<file path="src/rtl/pdm_pkg.sv">
// Shared definitions for the PDM capture path: sequencer states,
// filter flush length and the default PCM sample width.
package pdm_pkg;

    typedef enum logic [1:0] {
        IDLE   = 2'd0,
        FLUSH  = 2'd1,
        WARMUP = 2'd2,
        RUN    = 2'd3
    } pdm_state_e;

    // Number of cycles the CIC is held in reset after a start.
    localparam int unsigned FLUSH_CYCLES  = 2;

    localparam int unsigned PCM_W_DEFAULT = 16;

endpackage

</file>
<file path="src/rtl/pdm_sample_fifo.sv">
// Synchronous PCM sample FIFO with registered occupancy and a sticky
// overflow flag. The head entry is presented combinationally (0 when empty).
// A push into a full FIFO is accepted only if a pop happens in the same cycle.
module pdm_sample_fifo
    import pdm_pkg::*;
#(
    parameter int unsigned DEPTH = 4,
    parameter int unsigned W     = PCM_W_DEFAULT
) (
    input  logic                     clk,
    input  logic                     rst,
    input  logic                     push,
    input  logic [W-1:0]             push_data,
    input  logic                     pop,
    input  logic                     ovf_clr,
    output logic [W-1:0]             head,
    output logic [$clog2(DEPTH):0]   level,
    output logic                     overflow
);

    localparam int unsigned AW = $clog2(DEPTH);
    localparam logic [AW:0] FULL_LVL = (AW+1)'(DEPTH);
    localparam logic [AW:0] LVL_ONE  = (AW+1)'(1);
    localparam logic [AW-1:0] PTR_ONE = AW'(1);

    logic [W-1:0]  mem [DEPTH];
    logic [AW-1:0] wr_ptr;
    logic [AW-1:0] rd_ptr;
    logic          full;
    logic          do_push;
    logic          do_pop;
    logic          drop;

    // Accept/drop decisions for this cycle's push and pop requests
    always_comb begin
        full    = (level == FULL_LVL);
        do_pop  = pop && (level != '0);
        do_push = push && (!full || do_pop);
        drop    = push && full && !do_pop;
    end

    // Storage array write; the head slot is never overwritten while
    // still valid because a full-FIFO push requires a simultaneous pop
    always_ff @(posedge clk) begin
        if (do_push)
            mem[wr_ptr] <= push_data;
    end

    // Pointers and occupancy
    always_ff @(posedge clk or posedge rst) begin
        if (rst) begin
            wr_ptr <= '0;
            rd_ptr <= '0;
            level  <= '0;
        end else begin
            if (do_push)
                wr_ptr <= wr_ptr + PTR_ONE;
            if (do_pop)
                rd_ptr <= rd_ptr + PTR_ONE;
            case ({do_push, do_pop})
                2'b10:   level <= level + LVL_ONE;
                2'b01:   level <= level - LVL_ONE;
                default: level <= level;
            endcase
        end
    end

    // Sticky overflow; a drop in the same cycle as a clear keeps it set
    always_ff @(posedge clk or posedge rst) begin
        if (rst)
            overflow <= 1'b0;
        else if (drop)
            overflow <= 1'b1;
        else if (ovf_clr)
            overflow <= 1'b0;
    end

    // Head presentation, forced to zero when empty
    always_comb begin
        head = (level == '0) ? '0 : mem[rd_ptr];
    end

endmodule

</file>
<file path="src/rtl/pdm_capture_ctrl.sv">
// PDM capture sequencer: PDM clock / per-bit tick generation, CIC reset
// sequencing, warm-up sample discard and PCM sample buffering.
// Optional build macro PDM_AUTOSTOP_EN adds sample_limit/done for an
// automatic stop after a programmed number of RUN samples.
module pdm_capture_ctrl
    import pdm_pkg::*;
#(
    parameter int unsigned FIFO_DEPTH = 4,
    parameter int unsigned PCM_W      = PCM_W_DEFAULT
) (
    input  logic                          clk,
    input  logic                          rst,
    input  logic                          start,
    input  logic                          stop,
    input  logic [7:0]                    period,
    input  logic [3:0]                    warmup,
    input  logic [$clog2(FIFO_DEPTH):0]   thresh,
    input  logic [PCM_W-1:0]              pcm_in,
    input  logic                          pcm_in_valid,
    input  logic                          rd_en,
    input  logic                          ovf_clr,
    output logic                          pdm_clk_out,
    output logic                          pdm_tick,
    output logic                          filt_rst,
    output logic [PCM_W-1:0]              rd_data,
    output logic [$clog2(FIFO_DEPTH):0]   level,
    output logic                          busy,
    output logic                          overflow,
    output logic                          irq
`ifdef PDM_AUTOSTOP_EN
    ,
    input  logic [15:0]                   sample_limit,
    output logic                          done
`endif
);

    localparam logic [1:0] FLUSH_LAST = 2'(FLUSH_CYCLES - 1);

    pdm_state_e  state;
    logic [7:0]  per_q;
    logic [7:0]  phase;
    logic [3:0]  wu_cnt;
    logic [1:0]  flush_cnt;
    logic        active;
    logic        fifo_push;
`ifdef PDM_AUTOSTOP_EN
    logic [15:0] smp_cnt;
`endif

    // Status decode shared by the clock generator and outputs
    always_comb begin
        active    = (state != IDLE);
        busy      = active;
        filt_rst  = (state == IDLE) || (state == FLUSH);
        fifo_push = (state == RUN) && pcm_in_valid;
    end

    // Sequencer: start acceptance, flush timing, warm-up discard, stop
    always_ff @(posedge clk or posedge rst) begin
        if (rst) begin
            state     <= IDLE;
            per_q     <= '0;
            wu_cnt    <= '0;
            flush_cnt <= '0;
`ifdef PDM_AUTOSTOP_EN
            smp_cnt   <= '0;
            done      <= 1'b0;
`endif
        end else begin
`ifdef PDM_AUTOSTOP_EN
            done <= 1'b0;
`endif
            if (stop) begin
                state <= IDLE;
            end else begin
                case (state)
                    IDLE: begin
                        if (start && (period >= 8'd2)) begin
                            state     <= FLUSH;
                            per_q     <= period;
                            wu_cnt    <= warmup;
                            flush_cnt <= '0;
`ifdef PDM_AUTOSTOP_EN
                            smp_cnt   <= '0;
`endif
                        end
                    end
                    FLUSH: begin
                        if (flush_cnt == FLUSH_LAST)
                            state <= (wu_cnt == '0) ? RUN : WARMUP;
                        else
                            flush_cnt <= flush_cnt + 2'd1;
                    end
                    WARMUP: begin
                        if (pcm_in_valid) begin
                            wu_cnt <= wu_cnt - 4'd1;
                            if (wu_cnt == 4'd1)
                                state <= RUN;
                        end
                    end
                    RUN: begin
`ifdef PDM_AUTOSTOP_EN
                        if (pcm_in_valid) begin
                            smp_cnt <= smp_cnt + 16'd1;
                            if ((sample_limit != '0) && (smp_cnt + 16'd1 == sample_limit)) begin
                                state <= IDLE;
                                done  <= 1'b1;
                            end
                        end
`endif
                    end
                    default: state <= IDLE;
                endcase
            end
        end
    end

    // PDM bit-clock phase counter, held at 0 while idle
    always_ff @(posedge clk or posedge rst) begin
        if (rst)
            phase <= '0;
        else if (stop || !active || (phase == per_q - 8'd1))
            phase <= '0;
        else
            phase <= phase + 8'd1;
    end

    // PDM clock is high for the first half of each period; the tick
    // marks phase 0, which is the cycle the clock rises
    always_comb begin
        pdm_clk_out = active && (phase < (per_q >> 1));
        pdm_tick    = active && (phase == '0);
    end

    pdm_sample_fifo #(
        .DEPTH (FIFO_DEPTH),
        .W     (PCM_W)
    ) u_fifo (
        .clk       (clk),
        .rst       (rst),
        .push      (fifo_push),
        .push_data (pcm_in),
        .pop       (rd_en),
        .ovf_clr   (ovf_clr),
        .head      (rd_data),
        .level     (level),
        .overflow  (overflow)
    );

    // Level-threshold interrupt; threshold 0 disables it
    always_comb begin
        irq = (thresh != '0) && (level >= thresh);
    end

endmodule
</file>
<file path="config.mk">
export PLATFORM = sky130hd
export DESIGN_NAME = pdm_capture_ctrl
export DESIGN_NICKNAME = d
export VERILOG_FILES = /design/src/rtl/pdm_pkg.sv /design/src/rtl/pdm_sample_fifo.sv /design/src/rtl/pdm_capture_ctrl.sv
export SDC_FILE = /design/constraint.sdc
export NUM_CORES = 1
export LEC_CHECK = 0
export BUFFER_PORTS_ARGS = -buffer_cell sky130_fd_sc_hd__buf_2
export CAP_MARGIN = 40
export CORE_ASPECT_RATIO = 1.2
export CORE_MARGIN = 2
export CORE_UTILIZATION = 55
export CTS_CLUSTER_DIAMETER = 80
export CTS_CLUSTER_SIZE = 25
export DETAILED_ROUTE_END_ITERATION = 10
export PLACE_DENSITY = 0.8
export SYNTH_ARGS = -nofsm -noshare
export SYNTH_HDL_FRONTEND = slang
export SYNTH_SLANG_ARGS = --single-unit
</file>
<file path="constraint.sdc">
create_clock -name clk -period 2.9 [get_ports clk]
set_input_delay 0.145 -clock clk [delete_from_list [all_inputs] [get_ports clk]]
set_output_delay 0.145 -clock clk [all_outputs]
set_load 0.03 [all_outputs]
</file>
==> results_tabular.tex, run 1 <==
\begin{tabular}{lr}
\hline
Metric & Value \\
\hline
\multicolumn{2}{l}{\textbf{Setup path}} \\
Cell family contributing the most delay on the critical path & compound AO/OA/AOI/OAI gates \\
Largest driver fanout on the critical path & 7 \\
Slowest cell on the critical path & sky130\_fd\_sc\_hd\_\_a2111oi\_0 \\
Critical-path cell list & inv\_1, ha\_1, a21o\_1, a21oi\_1, o211ai\_1, a2111oi\_0, buf\_2 \\
Critical path buffer and inverter count & 2 \\
Critical Path Source Type & flop \\
Arrival time of the worst setup path & 2.42 ns \\
CP peak stage delay & 0.56 ns \\
Crit path required time & 2.76 ns \\
Worst Path Class, Setup & reg -> out \\
Register-to-Register Path Depth & 4 \\
WP depth & 7 \\
Type of element capturing the critical path & output port \\
\multicolumn{2}{l}{\textbf{Synth}} \\
Async SR Flop Fraction & 0.333 \\
FF+latch count, synth & 96 \\
Count of flip-flops with a built-in enable after synthesis & 64 \\
Avg Inst Size Synth & 13.9 um2 \\
Netlist area before placement & 4710 um2 \\
Portion of the post-synthesis area used by sequential elements & 0.578 \\
Number of nets in the synthesized netlist & 400 \\
Cell count after synthesis & 338 \\
Most instantiated flip-flop cell in the synthesis netlist & sky130\_fd\_sc\_hd\_\_edfxtp\_1 \\
Number of synthesis warnings & 0 \\
Number of library cell types mapped by synthesis & 58 \\
\multicolumn{2}{l}{\textbf{Timing}} \\
Least-Margin Pin Slew & 0.860 ns \\
Fmax & 0.391 GHz \\
Final worst clock skew & 0.0135 ns \\
Final setup TNS & 0 ns \\
Crit path setup slack, layout & 0.339 ns \\
Time the final worst path needs with I/O delays and setup & 2.56 ns \\
Total setup violations reported at the end of the flow & 0 \\
Max-slew headroom & 0.427 \\
Final hold violations & 0 \\
Portion of the clock cycle consumed by the worst path in the final layout & 0.883 \\
Pins Over Slew Limit & 0 \\
RSZ-0062 raised after global routing & no \\
\multicolumn{2}{l}{\textbf{Power and ir drop}} \\
Worst voltage drop across the vdd grid & 614 uV \\
Pwr per Cell Area & 911 nW/um2 \\
Leakage power of the design & 2.20 nW \\
\multicolumn{2}{l}{\textbf{Die}} \\
Floorplan die area & 9320 um2 \\
Die outline height & 105 um \\
I/O pin total & 63 \\
Placeable core region & 8430 um2 \\
Starting density of the core & 0.559 \\
Row count & 37 \\
Die Width & 88.5 um \\
\multicolumn{2}{l}{\textbf{Route}} \\
Initial drt markers & 133 \\
Total length of routed wires & 8790 um \\
Post-route DRC violation count & 0 \\
Pre-antenna DRT Iters & 4 \\
Via count & 2,991 \\
Mean routed wirelength per cell & 16.1 um \\
Vias per std cell & 5.49 \\
Count of antenna-violating nets left after detailed routing & 0 \\
\multicolumn{2}{l}{\textbf{Clocking}} \\
CTS sink count & 96 \\
Number of buffers inserted during clock tree synthesis & 9 \\
Maximum number of buffers from clock root to sink & 2 \\
Clk Latency, worst-skew pair & 0.36 ns \\
Clock slew seen by the registers of the worst setup and hold paths & 0.10 ns \\
Post-cts hold buffer count & 18 \\
TritonCTS clock tree & yes \\
Number of gates resized after CTS & 0 \\
Setup Fix Bufs, Post-CTS & 0 \\
Buffer cell driving the clock tree root & sky130\_fd\_sc\_hd\_\_clkbuf\_8 \\
H-tree depth reported by CTS & 3 \\
\multicolumn{2}{l}{\textbf{Run}} \\
Max-capacitance violation count & 0 \\
\multicolumn{2}{l}{\textbf{Global routing}} \\
GR Overflow Total & 0 \\
First-pass GRT wire length & 14,400 um \\
Antenna violations before repair & 0 \\
Overall routing resource usage & 0.203 \\
Via count of the first global-routing pass & 3,141 \\
Maximum number of pins on one net before global-route repair & 33 \\
\multicolumn{2}{l}{\textbf{Cells and area}} \\
Most frequent cells in the layout & 64 x sky130\_fd\_sc\_hd\_\_edfxtp\_1, 62 x sky130\_fd\_sc\_hd\_\_buf\_2, 32 x sky130\_fd\_sc\_hd\_\_dfrtp\_1 \\
Net count reported at finish & 485 \\
Proportion of layout cells with a drive suffix above 1 & 0.276 \\
Final instance count without filler cells & 545 \\
Most common library cell in the layout ignoring fill and taps & sky130\_fd\_sc\_hd\_\_edfxtp\_1 \\
Area added between synthesis and finish & 17.6\% \\
Count of filler cells inserted in the layout & 611 \\
Post-layout instance area & 5540 um2 \\
Antenna diodes & 0 \\
\multicolumn{2}{l}{\textbf{Hold path}} \\
Worst hold path depth & 1 \\
Hold crit path type & in -> reg \\
\multicolumn{2}{l}{\textbf{Placed design}} \\
Port-buffer cells & 62 \\
Minimum setup slack after placement & 0.616 ns \\
Instance area after placement & 5150 um2 \\
Post-detailed-placement half-perimeter wirelength & 5920 um \\
Final weighted congestion in routability-driven placement & 0.803 \\
Placed cell count & 511 \\
\multicolumn{2}{l}{\textbf{Outcome}} \\
Status & completed \\
\hline
\end{tabular}
-- synth_stat cells, drive strengths merged (4+ instances only) --
cell type  instances  share of area
a21oi              7         0.0074
and2               6         0.0080
buf                5         0.0069
clkbuf             4         0.0032
dfrtp             32           0.17
edfxtp            64           0.41
ha                23          0.061
inv               28          0.022
mux2               8          0.019
mux2i              4         0.0085
mux4              16          0.077
nand2              9         0.0072
nand2b             4         0.0053
nand3              6         0.0064
nor2              13          0.010
nor2b             18          0.024
nor3              14          0.015
o21ai              9         0.0096
xnor2             12          0.022
xor2               8          0.015
-- area by class of cell --
class,count,area (um2),area share
tap,117,146,0.0264
clock buffer,9,124,0.0224
clock inverter,7,86.3,0.0156
multi-input combinational,205,1840,0.332
sequential,96,2720,0.492
inverter,28,105,0.0190
timing repair buffer,83,513,0.0927
-- metal layers --
| metal | up-vias | GRT usage | part of all wire |
|---|---|---|---|
| met5 | - | 0 | 0 |
| li1 | 1424 | - | - |
| met2 | 68 | 0.365 | 0.53 |
| met3 | 18 | 0.0352 | 0.036 |
| met1 | 1481 | 0.230 | 0.41 |
| met4 | 0 | 0.0877 | 0.020 |
-- power by group --
part,leakage [nW],switching (mW),internal [mW],total (mW)
combinational,1.12,1.30,0.930,2.23
sequential,0.975,0.256,1.64,1.90
clock,0.104,0.496,0.417,0.912
total,2.20,2.06,2.99,5.04
-- path summary, 6_finish.rpt --
check / slack, ns / from / endpoint
max in group asynchronous: 2.20 / rst / flush_cnt[0]
min in group asynchronous: 0.40 / rst / per_q[7]
worst max register to register: 0.57 / state[1] / u_fifo.mem[2][5]
worst min register to register: 0.55 / u_fifo.overflow / u_fifo.overflow
worst min-delay path: 0.02 / pcm_in[0] / u_fifo.mem[1][0]
worst max-delay path: 0.34 / per_q[2] / pdm_clk_out
-- logic make-up after synthesis --
group | count (synthesis) | synth area share
DFF | 96 | 0.578
AOI/OAI and AO/OA | 41 | 0.0701
and+or+nand+nor | 92 | 0.113
xor gates and xnor gates | 20 | 0.0372
adders and majority gates | 24 | 0.0654
muxes | 28 | 0.104
buffers and inverters | 37 | 0.0324
-- sequential cells by signal, summed over array words and instances (netlist names) --
register and flops:
phase 8, u_fifo.level 3, u_fifo.wr_ptr 2, u_fifo.rd_ptr 2, flush_cnt 2, wu_cnt 4, per_q 8, u_fifo.overflow 1
u_fifo.mem 64, state 2
-- per-stage QoR --
stage          power [mW]  utilization  hold slack (ns)
6_report             5.04        0.657           0.0184
3_3_place_gp         4.08        0.611            0.249
4_1_cts              5.07        0.657          0.00405
3_5_place_dp         4.14        0.611            0.254
2_1_floorplan        3.57            -            0.211
5_1_grt              5.36        0.657          0.00283
No activity file was read; power rests on OpenSTA's default activity.
==> run 2, diff against run 1 <==
- CORE_ASPECT_RATIO: 1.2 -> 1.5
- CTS_BUF_LIST: not set -> sky130_fd_sc_hd__clkbuf_16
- PLACE_DENSITY: 0.8 -> 0.77
==> results_tabular.tex, run 2 (synthesized netlist as in run 1, its figures left out) <==
\begin{tabular}{lr}
\hline
Metric & Value \\
\hline
\multicolumn{2}{l}{\textbf{Setup path}} \\
Register-to-register path setup slack & 0.57 ns \\
CP peak stage delay & 0.44 ns \\
Critical-path cell list & inv\_1, ha\_1, a21o\_1, a21oi\_1, o211ai\_1, a2111oi\_0, buf\_2 \\
Slowest cell on the critical path & sky130\_fd\_sc\_hd\_\_dfrtp\_1 \\
Crit path required time & 2.76 ns \\
End of the worst register-to-register path & u\_fifo.mem[0][4] \\
CP Launch Point & per\_q[2] \\
Critical Path Source Type & flop \\
Type of element capturing the critical path & output port \\
Largest driver fanout on the critical path & 7 \\
Register-to-Register Path Depth & 4 \\
CP endpoint & pdm\_clk\_out \\
Arrival time of the worst setup path & 2.30 ns \\
Startpoint of the lowest-slack register-to-register path & state[1] \\
Worst Path Class, Setup & reg -> out \\
\multicolumn{2}{l}{\textbf{Cells and area}} \\
Most frequent cells in the layout & 64 x sky130\_fd\_sc\_hd\_\_edfxtp\_1, 62 x sky130\_fd\_sc\_hd\_\_buf\_2, 32 x sky130\_fd\_sc\_hd\_\_dfrtp\_1 \\
Leading registers by flop count & u\_fifo.mem (64), per\_q (8), phase (8) \\
Most flops, register & u\_fifo.mem \\
Proportion of layout cells with a drive suffix above 1 & 0.285 \\
Count of filler cells inserted in the layout & 611 \\
Antenna diodes & 0 \\
Most common library cell in the layout ignoring fill and taps & sky130\_fd\_sc\_hd\_\_edfxtp\_1 \\
Largest register FFs & 64 \\
Multi-input gate area in the final layout & 1840 um2 \\
Area added between synthesis and finish & 15.1\% \\
Area used by sequential logic in the layout & 2720 um2 \\
Post-layout instance area & 5420 um2 \\
Net count reported at finish & 469 \\
\multicolumn{2}{l}{\textbf{Die}} \\
Starting density of the core & 0.563 \\
Row count & 41 \\
Die outline height & 117 um \\
Floorplan die area & 9330 um2 \\
I/O pin total & 63 \\
Placeable core region & 8360 um2 \\
Die Width & 79.6 um \\
\multicolumn{2}{l}{\textbf{Global routing}} \\
Overall routing resource usage & 0.203 \\
Maximum number of pins on one net before global-route repair & 33 \\
Via count of the first global-routing pass & 2,977 \\
GR Overflow Total & 0 \\
Antenna violations before repair & 1 \\
First-pass GRT wire length & 14,300 um \\
\multicolumn{2}{l}{\textbf{Timing}} \\
Fmax & 0.409 GHz \\
Time the final worst path needs with I/O delays and setup & 2.45 ns \\
RSZ-0062 raised after global routing & no \\
Final worst clock skew & 0.00636 ns \\
Final hold violations & 0 \\
Portion of the clock cycle consumed by the worst path in the final layout & 0.844 \\
Crit path setup slack, layout & 0.452 ns \\
Max-slew headroom & 0.447 \\
Total setup violations reported at the end of the flow & 0 \\
Pins Over Slew Limit & 0 \\
Worst Hold Margin & 0.0131 ns \\
Least-Margin Pin Slew & 0.830 ns \\
Final setup TNS & 0 ns \\
\multicolumn{2}{l}{\textbf{Power and ir drop}} \\
Worst voltage drop across the vdd grid & 881 uV \\
Leakage power of the design & 2.16 nW \\
Pwr per Cell Area & 957 nW/um2 \\
\multicolumn{2}{l}{\textbf{Clocking}} \\
Clock slew seen by the registers of the worst setup and hold paths & 0.06 ns \\
Clk Latency, worst-skew pair & 0.34 ns \\
CTS sink count & 96 \\
TritonCTS clock tree & yes \\
Setup Fix Bufs, Post-CTS & 0 \\
Maximum number of buffers from clock root to sink & 2 \\
H-tree depth reported by CTS & 3 \\
Number of buffers inserted during clock tree synthesis & 9 \\
Buffer cell driving the clock tree root & sky130\_fd\_sc\_hd\_\_clkbuf\_16 \\
\multicolumn{2}{l}{\textbf{Placed design}} \\
Post-detailed-placement half-perimeter wirelength & 6200 um \\
Port-buffer cells & 62 \\
Minimum setup slack after placement & 0.546 ns \\
Instance area after placement & 5140 um2 \\
Final weighted congestion in routability-driven placement & 0.830 \\
\multicolumn{2}{l}{\textbf{Route}} \\
Pre-antenna DRT Iters & 6 \\
Via count & 2,891 \\
Post-route DRC violation count & 0 \\
Count of antenna-violating nets left after detailed routing & 0 \\
Initial drt markers & 124 \\
Mean routed wirelength per cell & 16.7 um \\
Vias per std cell & 5.58 \\
Total length of routed wires & 8630 um \\
\multicolumn{2}{l}{\textbf{Run}} \\
Max-capacitance violation count & 0 \\
\multicolumn{2}{l}{\textbf{Outcome}} \\
Status & completed \\
\multicolumn{2}{l}{\textbf{Hold path}} \\
Hold crit path type & in -> reg \\
\hline
\end{tabular}
run 2: cell count changes in the layout (fill, tap and decap cells not counted):
| cell | before | now |
|---|---|---|
| sky130_fd_sc_hd__inv_8 | 2 | 0 |
| sky130_fd_sc_hd__clkinv_2 | 0 | 1 |
| sky130_fd_sc_hd__clkinvlp_4 | 1 | 0 |
| sky130_fd_sc_hd__inv_6 | 1 | 2 |
| sky130_fd_sc_hd__bufinv_16 | 1 | 0 |
| sky130_fd_sc_hd__clkbuf_8 | 9 | 0 |
| sky130_fd_sc_hd__clkbuf_16 | 0 | 9 |
| sky130_fd_sc_hd__buf_4 | 3 | 4 |
| sky130_fd_sc_hd__dlygate4sd3_1 | 18 | 1 |
| sky130_fd_sc_hd__clkinv_1 | 0 | 1 |
run 2: stage by stage:
stage	power, mW	util	std cells
after floorplan	3.57	-	338
after global placement	4.08	0.615	502
after detailed placement	4.16	0.615	502
after CTS	5.25	0.648	518
after global routing	5.51	0.648	518
final	5.19	0.648	518
run 2: repair_timing:
| item | in CTS | in global routing |
|---|---|---|
| setup endpoints to repair | 0 | 0 |
| resized for setup | 0 | 0 |
| hold endpoints to repair | 32 | 0 |
| hold buffers | 1 | 0 |
run 2: cell type report:
type	instances	share of cell area
clock inverter	6	0.00808
inverter	28	0.0194
timing repair buffer	67	0.0646
tap	107	0.0247
clock buffer	9	0.0416
sequential	96	0.502
multi-input combinational	205	0.339
run 2: how the worst min path moves through the flow:
stage	startpoint	to	slack, ns	cells after the start
after floorplan	stop	state[1]	0.21	1
after global placement	rst	phase[4]	0.25	3
after detailed placement	rst	phase[4]	0.26	3
after CTS	pcm_in[3]	u_fifo.mem[0][3]	0.004	1
after global routing	pcm_in[13]	u_fifo.mem[0][13]	0.01	1
final	pcm_in[3]	u_fifo.mem[3][3]	0.01	1
run 2: worst max-delay path: cells and delay by family (launching register included):
family,cells,cell delay [ns]
adder cells (fa/ha/maj),1,0.29
flip-flops,1,0.44
AO/OA/AOI/OAI,4,0.90
buffers and inverters,2,0.35
run 2: layer usage:
metal  GRT usage  part of all wire
met5           0                 0
met1       0.235              0.39
met4      0.0873             0.012
met2       0.366              0.56
met3      0.0308             0.038
run 2: where the power goes:
part           internal, mW  total [mW]  switching, mW
combinational         0.916        2.22           1.31
clock                 0.580        1.07          0.493
sequential             1.64        1.89          0.250
==> run 3, diff against run 2 <==
- clock period: 2.9 -> 2.5 ns (I/O delays scaled with it)
==> results_tabular.tex, run 3 (synthesized netlist as in run 1, its figures left out) <==
\begin{tabular}{lr}
\hline
Metric & Value \\
\hline
\multicolumn{2}{l}{\textbf{Placed design}} \\
Port-buffer cells & 62 \\
Post-detailed-placement half-perimeter wirelength & 6360 um \\
Final weighted congestion in routability-driven placement & 0.803 \\
Minimum setup slack after placement & 0.176 ns \\
\multicolumn{2}{l}{\textbf{Timing}} \\
Final worst clock skew & 0.00447 ns \\
Final hold violations & 0 \\
RSZ-0062 raised after global routing & no \\
Crit path setup slack, layout & 0.165 ns \\
Time the final worst path needs with I/O delays and setup & 2.33 ns \\
Pins Over Slew Limit & 0 \\
Least-Margin Pin Slew & 0.867 ns \\
Final setup TNS & 0 ns \\
Portion of the clock cycle consumed by the worst path in the final layout & 0.934 \\
Fmax & 0.428 GHz \\
Total setup violations reported at the end of the flow & 0 \\
Max-slew headroom & 0.422 \\
\multicolumn{2}{l}{\textbf{Die}} \\
Starting density of the core & 0.563 \\
Row count & 41 \\
Floorplan die area & 9330 um2 \\
I/O pin total & 63 \\
Placeable core region & 8360 um2 \\
Die Width & 79.6 um \\
Die outline height & 117 um \\
\multicolumn{2}{l}{\textbf{Route}} \\
Post-route DRC violation count & 0 \\
Via count & 2,944 \\
Count of antenna-violating nets left after detailed routing & 0 \\
Total length of routed wires & 8870 um \\
Vias per std cell & 5.52 \\
Pre-antenna DRT Iters & 4 \\
Initial drt markers & 143 \\
Mean routed wirelength per cell & 16.6 um \\
\multicolumn{2}{l}{\textbf{Clocking}} \\
Setup Fix Bufs, Post-CTS & 0 \\
Number of buffers inserted during clock tree synthesis & 9 \\
Buffer cell driving the clock tree root & sky130\_fd\_sc\_hd\_\_clkbuf\_16 \\
CTS sink count & 96 \\
H-tree depth reported by CTS & 3 \\
Clk Latency, worst-skew pair & 0.34 ns \\
Maximum number of buffers from clock root to sink & 2 \\
Clock slew seen by the registers of the worst setup and hold paths & 0.07 ns \\
TritonCTS clock tree & yes \\
Number of gates resized after CTS & 0 \\
\multicolumn{2}{l}{\textbf{Run}} \\
Max-capacitance violation count & 0 \\
\multicolumn{2}{l}{\textbf{Cells and area}} \\
Most flops, register & u\_fifo.mem \\
Antenna diodes & 0 \\
Area added between synthesis and finish & 18.9\% \\
Net count reported at finish & 483 \\
Proportion of layout cells with a drive suffix above 1 & 0.282 \\
Most frequent cells in the layout & 64 x sky130\_fd\_sc\_hd\_\_edfxtp\_1, 62 x sky130\_fd\_sc\_hd\_\_buf\_2, 32 x sky130\_fd\_sc\_hd\_\_dfrtp\_1 \\
Most common library cell in the layout ignoring fill and taps & sky130\_fd\_sc\_hd\_\_edfxtp\_1 \\
Leading registers by flop count & u\_fifo.mem (64), per\_q (8), phase (8) \\
Largest register FFs & 64 \\
\multicolumn{2}{l}{\textbf{Power and ir drop}} \\
Sequential share of power & 0.346 \\
Pwr per Cell Area & 1110 nW/um2 \\
Total power & 6.20 mW \\
Proportion of power drawn by combinational gates & 0.428 \\
Sw frac & 0.389 \\
Fraction of power consumed by the clock network & 0.226 \\
Worst voltage drop across the vdd grid & 592 uV \\
Net load switching power & 2.41 mW \\
Internal cell power & 3.79 mW \\
Leakage power of the design & 2.24 nW \\
\multicolumn{2}{l}{\textbf{Setup path}} \\
Worst Path Class, Setup & reg -> out \\
Arrival time of the worst setup path & 2.21 ns \\
Critical Path Source Type & flop \\
Crit path required time & 2.38 ns \\
Type of element capturing the critical path & output port \\
Largest driver fanout on the critical path & 7 \\
\multicolumn{2}{l}{\textbf{Outcome}} \\
Status & completed \\
\multicolumn{2}{l}{\textbf{Global routing}} \\
First-pass GRT wire length & 14,900 um \\
Via count of the first global-routing pass & 3,112 \\
Maximum number of pins on one net before global-route repair & 33 \\
Overall routing resource usage & 0.209 \\
GR Overflow Total & 0 \\
Antenna violations before repair & 0 \\
\multicolumn{2}{l}{\textbf{Hold path}} \\
Hold crit path type & in -> reg \\
\hline
\end{tabular}
run 3: worst max-delay path, stage by stage, from the launching register on:
cell and delay [ns]:
sky130_fd_sc_hd__dfrtp_1 0.45, sky130_fd_sc_hd__inv_1 0.07, sky130_fd_sc_hd__ha_1 0.29, sky130_fd_sc_hd__a21o_1 0.16
sky130_fd_sc_hd__a21oi_1 0.16, sky130_fd_sc_hd__o211ai_1 0.10, sky130_fd_sc_hd__a2111oi_1 0.38, sky130_fd_sc_hd__buf_2 0.26
run 3: path summary, 6_finish.rpt:
| path | cells past startpoint | slack (ns) | from | to |
|---|---|---|---|---|
| worst min-delay path | 1 | 0.01 | pcm_in[0] | u_fifo.mem[1][0] |
| worst max register to register | 3 | 0.19 | u_fifo.level[2] | u_fifo.mem[0][3] |
| worst min register to register | 2 | 0.56 | u_fifo.overflow | u_fifo.overflow |
| max in group asynchronous | 4 | 1.78 | rst | phase[3] |
| worst max-delay path | 7 | 0.17 | per_q[2] | pdm_clk_out |
| min in group asynchronous | 4 | 0.42 | rst | wu_cnt[3] |
run 3: repair_timing:
action,4_1_cts,5_1_grt
hold buffers,14,0
endpoints found under the hold margin,76,0
setup endpoints to repair,0,0
run 3: cell type report:
class,instances,area (um2)
Fill cell,621,2760
Sequential cell,96,2720
Multi-Input combinational cell,205,1840
Timing Repair Buffer,81,488
Clock buffer,9,225
Tap cell,107,134
Inverter,28,105
Clock inverter,7,86.3
run 3: power by group through the flow:
stage	clock network [mW]	registers, mW	logic (mW)
floorplan	0	2.15	2.00
finish	1.40	2.14	2.66
CTS	1.43	2.14	2.70
global route	1.49	2.17	2.93
global placement	0	2.15	2.59
detailed placement	0	2.17	2.67
run 3: routing by layer:
layer | share of wire | track usage | vias up
met3 | 0.033 | 0.0331 | 9
met5 | 0 | 0 | -
li1 | - | - | 1421
met4 | 0.015 | 0.0776 | 0
met2 | 0.54 | 0.376 | 65
met1 | 0.41 | 0.247 | 1449
run 3: metrics by stage:
stage / utilization / std cells / area [um2] / hold slack, ns
5_1_grt: 0.670 / 533 / 5600 / 0.0108
6_report: 0.670 / 533 / 5600 / 0.0123
3_5_place_dp: 0.616 / 503 / 5150 / 0.236
4_1_cts: 0.670 / 533 / 5600 / 0.00239
3_3_place_gp: 0.616 / 503 / 5150 / 0.227
2_1_floorplan: - / 338 / 4710 / 0.191
